[src/rtl/md_issue_ctrl.sv]
//==============================================================================
// Module   : md_issue_ctrl
// Purpose  : Pipeline-side controller for the execute-stage multiply/divide
//            unit. Drives the D-stage stall for HI/LO users while the unit
//            is launching or busy. Keeps a shadow countdown of the unit's
//            busy window to check the Start/Busy handshake, and maintains
//            performance counters.
// Ports    : clk, reset (sync, active-high)
//            d_md_op[2:0], d_md_read  - D-stage MD op / mfhi-mflo flag
//            e_md_op[2:0]             - op presented to the MD unit
//            md_start, md_busy        - MD unit handshake
//            req                      - exception/interrupt request
//            stall_md                 - hold D, bubble into E (combinational)
//            md_state[1:0]            - shadow state (0 IDLE, 1 MUL, 2 DIV)
//            sync_err                 - sticky handshake-violation flag
//            stall_cnt[31:0]          - stall cycles, saturating
//            mul_cnt[15:0], div_cnt[15:0] - launches, wrapping
// Revision : 1.0 - initial release
//==============================================================================
`default_nettype none

module md_issue_ctrl (
    input  logic        clk,
    input  logic        reset,
    input  logic [2:0]  d_md_op,
    input  logic        d_md_read,
    input  logic [2:0]  e_md_op,
    input  logic        md_start,
    input  logic        md_busy,
    input  logic        req,
    output logic        stall_md,
    output logic [1:0]  md_state,
    output logic        sync_err,
    output logic [31:0] stall_cnt,
    output logic [15:0] mul_cnt,
    output logic [15:0] div_cnt
);

    localparam logic [3:0] C_MUL_LAT = 4'd5;
    localparam logic [3:0] C_DIV_LAT = 4'd10;

    typedef enum logic [1:0] {
        ST_IDLE = 2'd0,
        ST_MUL  = 2'd1,
        ST_DIV  = 2'd2
    } state_t;

    state_t      r_state;
    logic [3:0]  r_rem;
    logic        r_chk_arm;
    logic        r_sync_err;
    logic [31:0] r_stall_cnt;
    logic [15:0] r_mul_cnt;
    logic [15:0] r_div_cnt;

    logic w_d_use;
    logic w_e_mul;
    logic w_e_div;
    logic w_e_launch;
    logic w_exp_busy;
    logic w_violation;

    // Op 7 is reserved and behaves like "none".
    assign w_d_use    = ((d_md_op != 3'd0) && (d_md_op != 3'd7)) || d_md_read;
    assign w_e_mul    = (e_md_op == 3'd1) || (e_md_op == 3'd2);
    assign w_e_div    = (e_md_op == 3'd3) || (e_md_op == 3'd4);
    assign w_e_launch = w_e_mul || w_e_div;

    // Stall follows the unit's real handshake, never the shadow model.
    assign stall_md   = w_d_use && (md_start || md_busy);

    assign w_exp_busy = (r_rem != 4'd0);

    // A launchable op sitting in E with the unit free and no request pending
    // must start; anything else that starts, or starts at a bad time, is a
    // handshake violation.
    assign w_violation = (w_exp_busy != md_busy)
                       || (md_start && md_busy)
                       || (md_start && req)
                       || (md_start && !w_e_launch)
                       || (!md_start && w_e_launch && !md_busy && !req);

    always_ff @(posedge clk) begin
        if (reset) begin
            r_state     <= ST_IDLE;
            r_rem       <= 4'd0;
            r_chk_arm   <= 1'b0;
            r_sync_err  <= 1'b0;
            r_stall_cnt <= 32'd0;
            r_mul_cnt   <= 16'd0;
            r_div_cnt   <= 16'd0;
        end else begin
            // r_chk_arm is still low during the first cycle after reset,
            // which masks the check for that cycle.
            r_chk_arm <= 1'b1;

            if (md_start && w_e_mul) begin
                r_rem   <= C_MUL_LAT;
                r_state <= ST_MUL;
            end else if (md_start && w_e_div) begin
                r_rem   <= C_DIV_LAT;
                r_state <= ST_DIV;
            end else if (r_rem != 4'd0) begin
                r_rem <= r_rem - 4'd1;
                if (r_rem == 4'd1) begin
                    r_state <= ST_IDLE;
                end
            end

            if (r_chk_arm && w_violation) begin
                r_sync_err <= 1'b1;
            end

            if (stall_md && (r_stall_cnt != 32'hFFFF_FFFF)) begin
                r_stall_cnt <= r_stall_cnt + 32'd1;
            end

            if (md_start && w_e_mul) begin
                r_mul_cnt <= r_mul_cnt + 16'd1;
            end
            if (md_start && w_e_div) begin
                r_div_cnt <= r_div_cnt + 16'd1;
            end
        end
    end

    assign md_state  = r_state;
    assign sync_err  = r_sync_err;
    assign stall_cnt = r_stall_cnt;
    assign mul_cnt   = r_mul_cnt;
    assign div_cnt   = r_div_cnt;

endmodule

`default_nettype wire

[config.mk]
export PLATFORM = sky130hd
export DESIGN_NAME = md_issue_ctrl
export DESIGN_NICKNAME = d
export VERILOG_FILES = /design/src/rtl/md_issue_ctrl.sv
export SDC_FILE = /design/constraint.sdc
export NUM_CORES = 1
export LEC_CHECK = 0
export BUFFER_PORTS_ARGS = -buffer_cell sky130_fd_sc_hd__buf_2
export CAP_MARGIN = 5
export CORE_MARGIN = 3
export CORE_UTILIZATION = 40
export CTS_BUF_LIST = sky130_fd_sc_hd__clkbuf_8
export CTS_CLUSTER_DIAMETER = 80
export DETAILED_ROUTE_END_ITERATION = 6
export GPL_ROUTABILITY_DRIVEN = 0
export PLACE_DENSITY = 0.69
export SLEW_MARGIN = 20
export SYNTH_ARGS = -nofsm -noshare
export SYNTH_HDL_FRONTEND = slang
export SYNTH_SLANG_ARGS = --single-unit
[constraint.sdc]
create_clock -name clk -period 2.7 [get_ports clk]
set_input_delay 0.54 -clock clk [delete_from_list [all_inputs] [get_ports clk]]
set_output_delay 0.54 -clock clk [all_outputs]
set_load 0.01 [all_outputs]
==> results of run 1 <==
## flip-flops by register name (all words and copies together), names as in the netlist
name,count
mul_cnt,16
stall_cnt,32
r_chk_arm,1
sync_err,1
r_rem,4
md_state,2
div_cnt,16
## worst paths after layout
path / startpoint / endpoint / slack, ns / cells past startpoint
min: div_cnt[1] / div_cnt[1] / 0.50 / 2
min reg2reg: div_cnt[1] / div_cnt[1] / 0.50 / 2
max: stall_cnt[0] / stall_cnt[30] / 0.33 / 6
max reg2reg: stall_cnt[0] / stall_cnt[30] / 0.33 / 6
## cells by family (layout without fill, tap and decap cells)
family	count (synthesis)	after routing	synth area share, %
DFF	72	72	40.5
muxes	4	4	1.34
xor gates and xnor gates	28	28	6.89
buffers and inverters	27	114	3.76
adders and majority gates	6	6	2.11
AOI/OAI and AO/OA	87	87	16.6
and+or+nand+nor	184	184	28.8
## cell type report
type	instances	area [sq um]
clock buffers	10	138
repair buffers	88	463
multi-input cells	309	1980
inverters	10	37.5
clock inverters	6	82.6
flip-flops and latches	72	1440
fillers	831	4150
well taps	105	131
## critical path: cells and delay by family, from the launching register on
| family | cells | cell delay (ns) |
|---|---|---|
| compound gates | 1 | 0.14 |
| fa+ha+maj | 1 | 0.27 |
| flops | 1 | 0.42 |
| simple gates | 4 | 1.47 |
## power breakdown
part	leakage [nW]	total (mW)	switching, mW	internal (mW)
combinational	0.996	0.318	0.182	0.136
clock	0.112	0.955	0.414	0.541
sequential	0.582	1.14	0.0371	1.10
total	1.69	2.41	0.633	1.78
## placed cells by master, fill, tap and decap left out, drive strengths merged, types with 4 or more instances in the layout
cell type   n
o21ai      22
dfxtp      72
nand4      16
clkbuf     10
o31ai      10
and2        5
xor2       20
nand3      23
nor2       38
a21oi      33
or3        18
o21a        4
nor4        7
xnor2       8
and3        7
nor2b       4
or4        12
nand2      30
inv        10
buf        88
nor3        8
ha          6
## per-layer routing
metal,up-vias,GRT usage [%],share of wire [%]
met5,-,0,0
met4,0,5.80,1.6
met3,15,3.89,5.2
met2,72,28.4,47
met1,1605,21.1,46
li1,1663,-,-
## stage by stage
stage | instance area [sq um] | power (mW)
final | 4280 | 2.41
after global routing | 4280 | 2.52
after CTS | 4280 | 2.45
after detailed placement | 4060 | 1.48
after global placement | 4060 | 1.46
after floorplan | 3560 | 1.41
==> impl_metrics.env, run 1 <==
export IMPL_ys_flop_type="dfxtp_1"
export IMPL_finalCritPeriodShare_pct=87.6
export IMPL_power_density_nw_per_um2=564
export IMPL_grt_ovfl_total=0
export IMPL_tns_ns=0
export IMPL_rows=33
export IMPL_clock_path_buffers=2
export IMPL_yosys_warnings=0
export IMPL_synth_fp_nets=426
export IMPL_start_util_pct=42.2
export IMPL_power_leakage_nw=1.69
export IMPL_rsz0062_at_grt="false"
export IMPL_synthesis_area_sq_um=3560
export IMPL_dp_hpwl_um=6060
export IMPL_setup_viol=0
export IMPL_wl_per_cell_um=14.2
export IMPL_vias=3355
export IMPL_post_route_util_pct=50.8
export IMPL_grt_max_degree=35
export IMPL_finalClockSkew_ns=0.00896
export IMPL_worstHoldPathType="flop to flop"
export IMPL_globalRouteTotalUtil_pct=16.9
export IMPL_drive_above_1_share_pct=25.7
export IMPL_cp_slowest_cell="or4b_4"
export IMPL_clk_latency_ns=0.34
export IMPL_synth_edf_count=0
export IMPL_dieArea_sq_um=10100
export IMPL_grt_pass1_vias=3110
export IMPL_crit_path_end_kind="flop"
export IMPL_dr_first_iter_drc_count=134
export IMPL_synth_distinct_cells=60
export IMPL_synth_top_area_share_pct=40.5
export IMPL_crit_chain="ha_1 > nand4_4 > or3_4 > or4b_4 > or3_1 > a21oi_1"
export IMPL_viasPerCell=5.59
export IMPL_stdcell_count=600
export IMPL_cts_resized_gates=0
export IMPL_synthTopCellsByCount="dfxtp_1, nor2_1, nand2_1"
export IMPL_antenna_cells=0
export IMPL_ys_ff_latch=72
export IMPL_synth_async_reset_ratio_pct=0
export IMPL_timing_final_ws_setup_ns=0.334
export IMPL_yosysSeqAreaShare_pct=40.5
export IMPL_cts_setup_buffers=0
export IMPL_tightest_slew_ns=0.534
export IMPL_min_period_ns=2.37
export IMPL_run_status="finished, final reports clean"
export IMPL_start_kind="flop"
export IMPL_synth_top_area_cell="dfxtp_1"
export IMPL_port_buffers=79
export IMPL_fp_dieW_um=100
export IMPL_cts_inserted_buffers=9
export IMPL_fmax_mhz=423
export IMPL_pre_cts_ws_ns=0.327
export IMPL_drv_slew=0
export IMPL_hold_viol_final=0
export IMPL_ant_nets=0
export IMPL_cts_sinks=72
export IMPL_antenna_found_initial=0
export IMPL_synth_cells=408
export IMPL_nets=508
export IMPL_whs_ns=0.500
export IMPL_htree_levels=3
export IMPL_pin_count=80
export IMPL_cts_root_buffer="clkbuf_8"
export IMPL_critPathRequiredTime_ns=2.97
export IMPL_path_max_fanout=8
export IMPL_vdd_drop_max_uv=285
export IMPL_cts_tree="done"
export IMPL_cp_arrival_ns=2.63
export IMPL_dpl_cell_count=584
export IMPL_drc_errors=0
export IMPL_slew_limit_headroom_pct=64.1
export IMPL_dr_pass1_iters=4
export IMPL_synth_area_top_cells="dfxtp_1, xor2_1, nor2_1"
export IMPL_cpPeakStageDelay_ns=0.52
export IMPL_clk_pin_slew_worst_paths_ns=0.07
export IMPL_wl_um=8520
export IMPL_die_h_um=100
export IMPL_grt_pass1_wl_um=14100
export IMPL_syn2layout_area_growth_pct=20.2
export IMPL_cap_viol_max_count=0
export IMPL_crit_type="flop to flop"
export IMPL_synth_most_common_cell="dfxtp_1"
export IMPL_core_area_sq_um=8420
export IMPL_avgSynthCellArea_sq_um=8.72
export IMPL_cts_hold_buf=0
Power figures use the tool's default switching activity.
==> run 2, diff against run 1 <==
--- a/config.mk
+++ b/config.mk
@@ -5,6 +5,7 @@
 export SDC_FILE = /design/constraint.sdc
 export NUM_CORES = 1
 export LEC_CHECK = 0
+export ABC_AREA = 1
 export BUFFER_PORTS_ARGS = -buffer_cell sky130_fd_sc_hd__buf_2
 export CAP_MARGIN = 5
 export CORE_MARGIN = 3
@@ -13,7 +14,8 @@
 export CTS_CLUSTER_DIAMETER = 80
 export DETAILED_ROUTE_END_ITERATION = 6
 export GPL_ROUTABILITY_DRIVEN = 0
-export PLACE_DENSITY = 0.69
+export PLACE_DENSITY = 0.68
+export SETUP_SLACK_MARGIN = 0.1
 export SLEW_MARGIN = 20
 export SYNTH_ARGS = -nofsm -noshare
 export SYNTH_HDL_FRONTEND = slang
==> run 2 against run 1 <==
Combinational power up 3%; worst hold slack worse by 0.051 ns; clock power up 9.9%; sequential share of layout area fell by 4.7 points; non-clock buffer count fell by 5; core utilization is 1.0 points lower; register-to-register slack gained 0.43 ns; die area is 18% higher; worst setup slack improved by 0.43 ns; final area grew 16%; largest power group unchanged.
==> impl_metrics.env, run 2 <==
export IMPL_vias=4399
export IMPL_cts_resized_gates=0
export IMPL_grt_pass1_vias=4076
export IMPL_finalClockSkew_ns=0.0131
export IMPL_synth_async_reset_ratio_pct=0
export IMPL_start_kind="flop"
export IMPL_globalRouteTotalUtil_pct=19.3
export IMPL_htree_levels=3
export IMPL_fp_dieW_um=109
export IMPL_hold_viol_final=0
export IMPL_wl_um=10900
export IMPL_fmax_mhz=517
export IMPL_synthTopCellsByCount="nand2_1, nor2_1, dfxtp_1"
export IMPL_drive_above_1_share_pct=17.0
export IMPL_yosysSeqAreaShare_pct=34.1
export IMPL_vdd_drop_max_uv=272
export IMPL_antenna_cells=0
export IMPL_syn2layout_area_growth_pct=17.8
export IMPL_grt_ovfl_total=0
export IMPL_nets=768
export IMPL_dpl_cell_area_sq_um=4740
export IMPL_crit_type="flop to flop"
export IMPL_port_buffers=79
export IMPL_setup_viol=0
export IMPL_ys_flop_type="dfxtp_1"
export IMPL_cts_root_buffer="clkbuf_8"
export IMPL_slew_limit_headroom_pct=52.4
export IMPL_drc_errors=0
export IMPL_viasPerCell=4.95
export IMPL_synth_most_common_cell="nand2_1"
export IMPL_clk_latency_ns=0.34
export IMPL_multi_input_area_sq_um=2450
export IMPL_antenna_found_initial=0
export IMPL_final_common_cell="nand2_1"
export IMPL_drv_slew=0
export IMPL_clock_path_buffers=2
export IMPL_cts_tree="done"
export IMPL_synth_cells=670
export IMPL_cts_sinks=72
export IMPL_synth_area_top_cells="dfxtp_1, nand2_1, nor2_1"
export IMPL_pin_count=80
export IMPL_rows=36
export IMPL_synth_fp_nets=688
export IMPL_rrSetupSlack_ns=0.77
export IMPL_design_area_sq_um=4980
export IMPL_synth_top_area_share_pct=34.1
export IMPL_num_fill_cells=1079
export IMPL_layout_common_cells="nand2_1, nor2_1, buf_2, dfxtp_1, inv_1"
export IMPL_power_density_nw_per_um2=506
export IMPL_run_status="finished, final reports clean"
export IMPL_pre_cts_ws_ns=0.605
export IMPL_yosys_warnings=0
export IMPL_cts_hold_buf=0
export IMPL_wl_met2_um=5040
export IMPL_crit_path_end_kind="flop"
export IMPL_dieArea_sq_um=11800
export IMPL_dr_max_layer_used="met4"
export IMPL_worstHoldPathType="flop to flop"
export IMPL_cp_arrival_ns=2.21
export IMPL_tightest_slew_ns=0.714
export IMPL_m1WireLength_um=5070
export IMPL_rsz0062_at_grt="false"
export IMPL_synthesis_area_sq_um=4220
export IMPL_grt_max_degree=49
export IMPL_synth_edf_count=0
export IMPL_critPathRequiredTime_ns=2.98
export IMPL_finalCritPeriodShare_pct=71.7
export IMPL_avgSynthCellArea_sq_um=6.30
export IMPL_start_util_pct=42.2
export IMPL_synth_distinct_cells=31
export IMPL_cap_viol_max_count=0
export IMPL_core_area_sq_um=10000
export IMPL_route_met3_wl_um=568
export IMPL_path_max_fanout=29
export IMPL_clk_pin_slew_worst_paths_ns=0.08
export IMPL_ant_nets=0
export IMPL_dr_pass1_iters=5
export IMPL_cts_inserted_buffers=9
export IMPL_ys_ff_latch=72
export IMPL_grt_pass1_wl_um=18700
export IMPL_power_leakage_nw=2.12
export IMPL_dr_first_iter_drc_count=297
export IMPL_die_h_um=109
export IMPL_largest_reg_flops=32
export IMPL_wl_per_cell_um=12.3
export IMPL_tns_ns=0
export IMPL_dp_hpwl_um=8130
export IMPL_min_period_ns=1.93
export IMPL_timing_final_ws_setup_ns=0.765
export IMPL_synth_top_area_cell="dfxtp_1"
export IMPL_cts_setup_buffers=0
export IMPL_regArea_sq_um=1440
-- run 2: cell types whose count changed after synthesis, sizes merged, moves of 18 or more --
cell   before  now
a21oi      33   52
inv        10   67
nand2      30  239
nand3      23   43
nor2       38  104
or3        18    0
-- run 2: path summary, 6_finish.rpt --
check                                   from             to  depth (start not counted)
worst max register to register  stall_cnt[0]  stall_cnt[12]                         10
worst max-delay path            stall_cnt[0]  stall_cnt[12]                         10
worst min register to register     r_chk_arm       sync_err                          2
worst min-delay path               r_chk_arm       sync_err                          2
-- run 2: layout make-up --
class | instances | area share, %
inverters | 68 | 5.13
repair buffers | 83 | 8.55
clock buffers | 9 | 2.49
multi-input cells | 516 | 49.2
clock inverters | 7 | 2.36
well taps | 133 | 3.34
flip-flops and latches | 72 | 29.0
-- run 2: kinds of logic (layout without fill, tap and decap cells) --
group,count (synthesis),count (layout),synth area share (%)
xor gates and xnor gates,23,23,4.77
AOI/OAI and AO/OA,75,75,10.2
adders and majority gates,6,6,1.78
buffers and inverters,82,167,7.94
and+or+nand+nor,412,412,41.2
DFF,72,72,34.1
-- run 2: critical path: stages (launching register included) --
cell and delay, ns:
dfxtp_1 0.40, ha_1 0.24, nand2_2 0.08, nor2_4 0.14, nand2_4 0.12, nor2_8 0.14
nand2_4 0.09, nand2_4 0.07, buf_4 0.30, nand2_1 0.11, a21oi_2 0.14
-- run 2: report_power, final --
group          total [mW]  leakage, nW  switching, mW  internal (mW)
combinational       0.326         1.41          0.207          0.119
sequential           1.14        0.583         0.0410           1.10
clock                1.05        0.124          0.433          0.616
total                2.52         2.12          0.680           1.84
-- run 2: per-stage QoR --
step	power (mW)	hold WS (ns)	utilization, %	instances
floorplan	1.41	0.425	-	670
global placement	1.47	0.435	47.4	872
detailed placement	1.49	0.439	47.4	872
CTS	2.55	0.449	49.8	888
global route	2.65	0.455	49.8	888
finish	2.52	0.449	49.8	888
-- run 2: metal layers --
layer,track usage (%),up-vias
met3,3.61,17
met5,0,-
met2,31.2,128
met4,8.03,0
met1,25.4,1981
li1,-,2273
==> run 3, diff against run 2 <==
--- a/config.mk
+++ b/config.mk
@@ -14,7 +14,7 @@
 export CTS_CLUSTER_DIAMETER = 80
 export DETAILED_ROUTE_END_ITERATION = 6
 export GPL_ROUTABILITY_DRIVEN = 0
-export PLACE_DENSITY = 0.68
+export PLACE_DENSITY = 0.7
 export SETUP_SLACK_MARGIN = 0.1
 export SLEW_MARGIN = 20
 export SYNTH_ARGS = -nofsm -noshare
==> constraint.sdc (replaced) <==
create_clock -name clk -period 1.76 [get_ports clk]
set_input_delay 0.352 -clock clk [delete_from_list [all_inputs] [get_ports clk]]
set_output_delay 0.352 -clock clk [all_outputs]
set_load 0.01 [all_outputs]
==> run 3 against run 2 <==
The run now ends with DRC left; critical path depth rose by 1; register-to-register slack got worse by 0.64 ns; global-route usage rose by 0.73 points; via count rose by 5.3%; clock power is 20% higher; worst setup slack worse by 0.64 ns; fmax increased by 19%; wire length is 9.4% higher; die area did not move; clock skew down 0.0080 ns; critical endpoint is now stall_cnt[30]; highest routed layer unchanged.
==> impl_metrics.env, run 3 (synthesis results as in run 2) <==
export IMPL_run_status="finished with violations"
export IMPL_violations="DRC"
export IMPL_fmax_mhz=613
export IMPL_power_mw=3.59
export IMPL_min_period_ns=1.63
export IMPL_post_route_util_pct=53.9
export IMPL_hold_viol_final=0
export IMPL_reg2reg_to="stall_cnt[30]"
export IMPL_rr_worst_depth=11
export IMPL_rsz0062_at_grt="false"
export IMPL_final_common_cell="nand2_1"
export IMPL_ant_nets=0
export IMPL_cts_root_buffer="clkbuf_8"
export IMPL_worstHoldPathType="input pin to flop"
export IMPL_cts_inserted_buffers=9
export IMPL_tns_ns=0
export IMPL_syn2layout_area_growth_pct=27.7
export IMPL_rows=36
export IMPL_crit_start="stall_cnt[1]"
export IMPL_antenna_found_initial=0
export IMPL_largest_reg_flops=32
export IMPL_setup_viol=0
export IMPL_drive_above_1_share_pct=23.9
export IMPL_grt_util_met1_pct=25.2
export IMPL_global_route_usage_met2_pct=34.6
export IMPL_dr_first_iter_drc_count=300
export IMPL_cp_arrival_ns=1.85
export IMPL_rrSetupSlack_ns=0.13
export IMPL_htree_levels=3
export IMPL_dr_pass1_iters=7
export IMPL_grt_pass1_vias=4211
export IMPL_viasPerCell=5.01
export IMPL_tightest_slew_ns=0.375
export IMPL_antenna_cells=0
export IMPL_fp_dieW_um=109
export IMPL_grt_max_degree=44
export IMPL_clk_latency_ns=0.34
export IMPL_crit_type="flop to flop"
export IMPL_grt_busiest_layer="met2"
export IMPL_critPathRequiredTime_ns=1.98
export IMPL_num_fill_cells=1011
export IMPL_setup_worst_path_end="stall_cnt[30]"
export IMPL_power_density_nw_per_um2=665
export IMPL_path_max_fanout=5
export IMPL_core_area_sq_um=10000
export IMPL_power_leakage_nw=2.33
export IMPL_cts_tree="done"
export IMPL_start_kind="flop"
export IMPL_pin_count=80
export IMPL_wl_per_cell_um=12.9
export IMPL_finalClockSkew_ns=0.00507
export IMPL_grt_pass1_wl_um=19000
export IMPL_grt_use_met3_pct=3.73
export IMPL_cts_sinks=72
export IMPL_dieArea_sq_um=11800
export IMPL_grt_ovfl_total=0
export IMPL_nets=805
export IMPL_start_util_pct=42.2
export IMPL_clock_path_buffers=2
export IMPL_port_buffers=79
export IMPL_wl_um=11900
export IMPL_cap_viol_max_count=0
export IMPL_vdd_drop_max_uv=422
export IMPL_dp_hpwl_um=8560
export IMPL_vias=4633
export IMPL_whs_ns=0.316
export IMPL_drv_slew=0
export IMPL_globalRouteTotalUtil_pct=20.1
export IMPL_slew_limit_headroom_pct=74.9
export IMPL_clk_pin_slew_worst_paths_ns=0.08
export IMPL_r2r_start="stall_cnt[1]"
export IMPL_die_h_um=109
export IMPL_crit_path_end_kind="flop"
export IMPL_drc_errors=5
export IMPL_layout_common_cells="nand2_1, nor2_1, buf_2, inv_1, dfxtp_1"
export IMPL_finalCritPeriodShare_pct=92.6
run 3: changes by cell type in the layout (fill, tap and decap cells not counted), moves of 4 or more:
cell / change
buf_4: +32
a21oi_2: +4
dfxtp_1: -13
dfxtp_2: +11
a21oi_1: -4
nor2_1: -5
run 3: stage by stage:
| stage | worst slack [ns] | cell area [sq um] | instances |
|---|---|---|---|
| 3_3_place_gp | 0.0519 | 4980 | 900 |
| 3_5_place_dp | -0.0289 | 4980 | 900 |
| 5_1_grt | 0.0583 | 5390 | 925 |
| 2_1_floorplan | 0.127 | 4230 | 670 |
| 4_1_cts | 0.0975 | 5220 | 918 |
| 6_report | 0.130 | 5390 | 925 |
run 3: critical path, stage by stage (launching register included):
cell and delay [ns]:
dfxtp_4 0.38, ha_4 0.15, nand2_2 0.06, nor2_4 0.12
buf_4 0.13, nand2_1 0.10, nor2_2 0.20, nand2_1 0.09
nand2_1 0.09, nand2_1 0.08, nand2_1 0.06, a21oi_1 0.05
run 3: worst min path at each step:
stage                   start           to  cells after the start
floorplan           r_chk_arm     sync_err                      2
global placement     sync_err     sync_err                      2
detailed placement   sync_err     sync_err                      2
CTS                     reset   div_cnt[4]                      2
global route            reset   div_cnt[8]                      2
finish                  reset  div_cnt[10]                      2
run 3: layout make-up:
type | instances | area, sq um | area share [%]
Multi-Input combinational cell | 516 | 2540 | 47.1
Clock inverter | 7 | 56.3 | 1.04
Tap cell | 133 | 166 | 3.09
Clock buffer | 9 | 124 | 2.30
Timing Repair Buffer | 120 | 783 | 14.5
Sequential cell | 72 | 1460 | 27.1
Inverter | 68 | 263 | 4.87
run 3: routing by layer:
layer,routed length [um],up-vias
met3,704,20
met5,0,-
met4,234,0
li1,-,2359
met1,5340,2109
met2,5630,145
run 3: timing repair:
action / CTS / global route
hold buffers: 0 / 0
gates cloned: 1 / 2
gates resized for setup: 6 / 31
pin swaps: 1 / 9
setup endpoints to repair: 29 / 37
setup buffers: 1 / 5
run 3: where the power goes:
group | leakage, nW | internal, mW | switching [mW]
sequential | 0.590 | 1.69 | 0.0611
combinational | 1.63 | 0.239 | 0.332
clock | 0.107 | 0.633 | 0.627
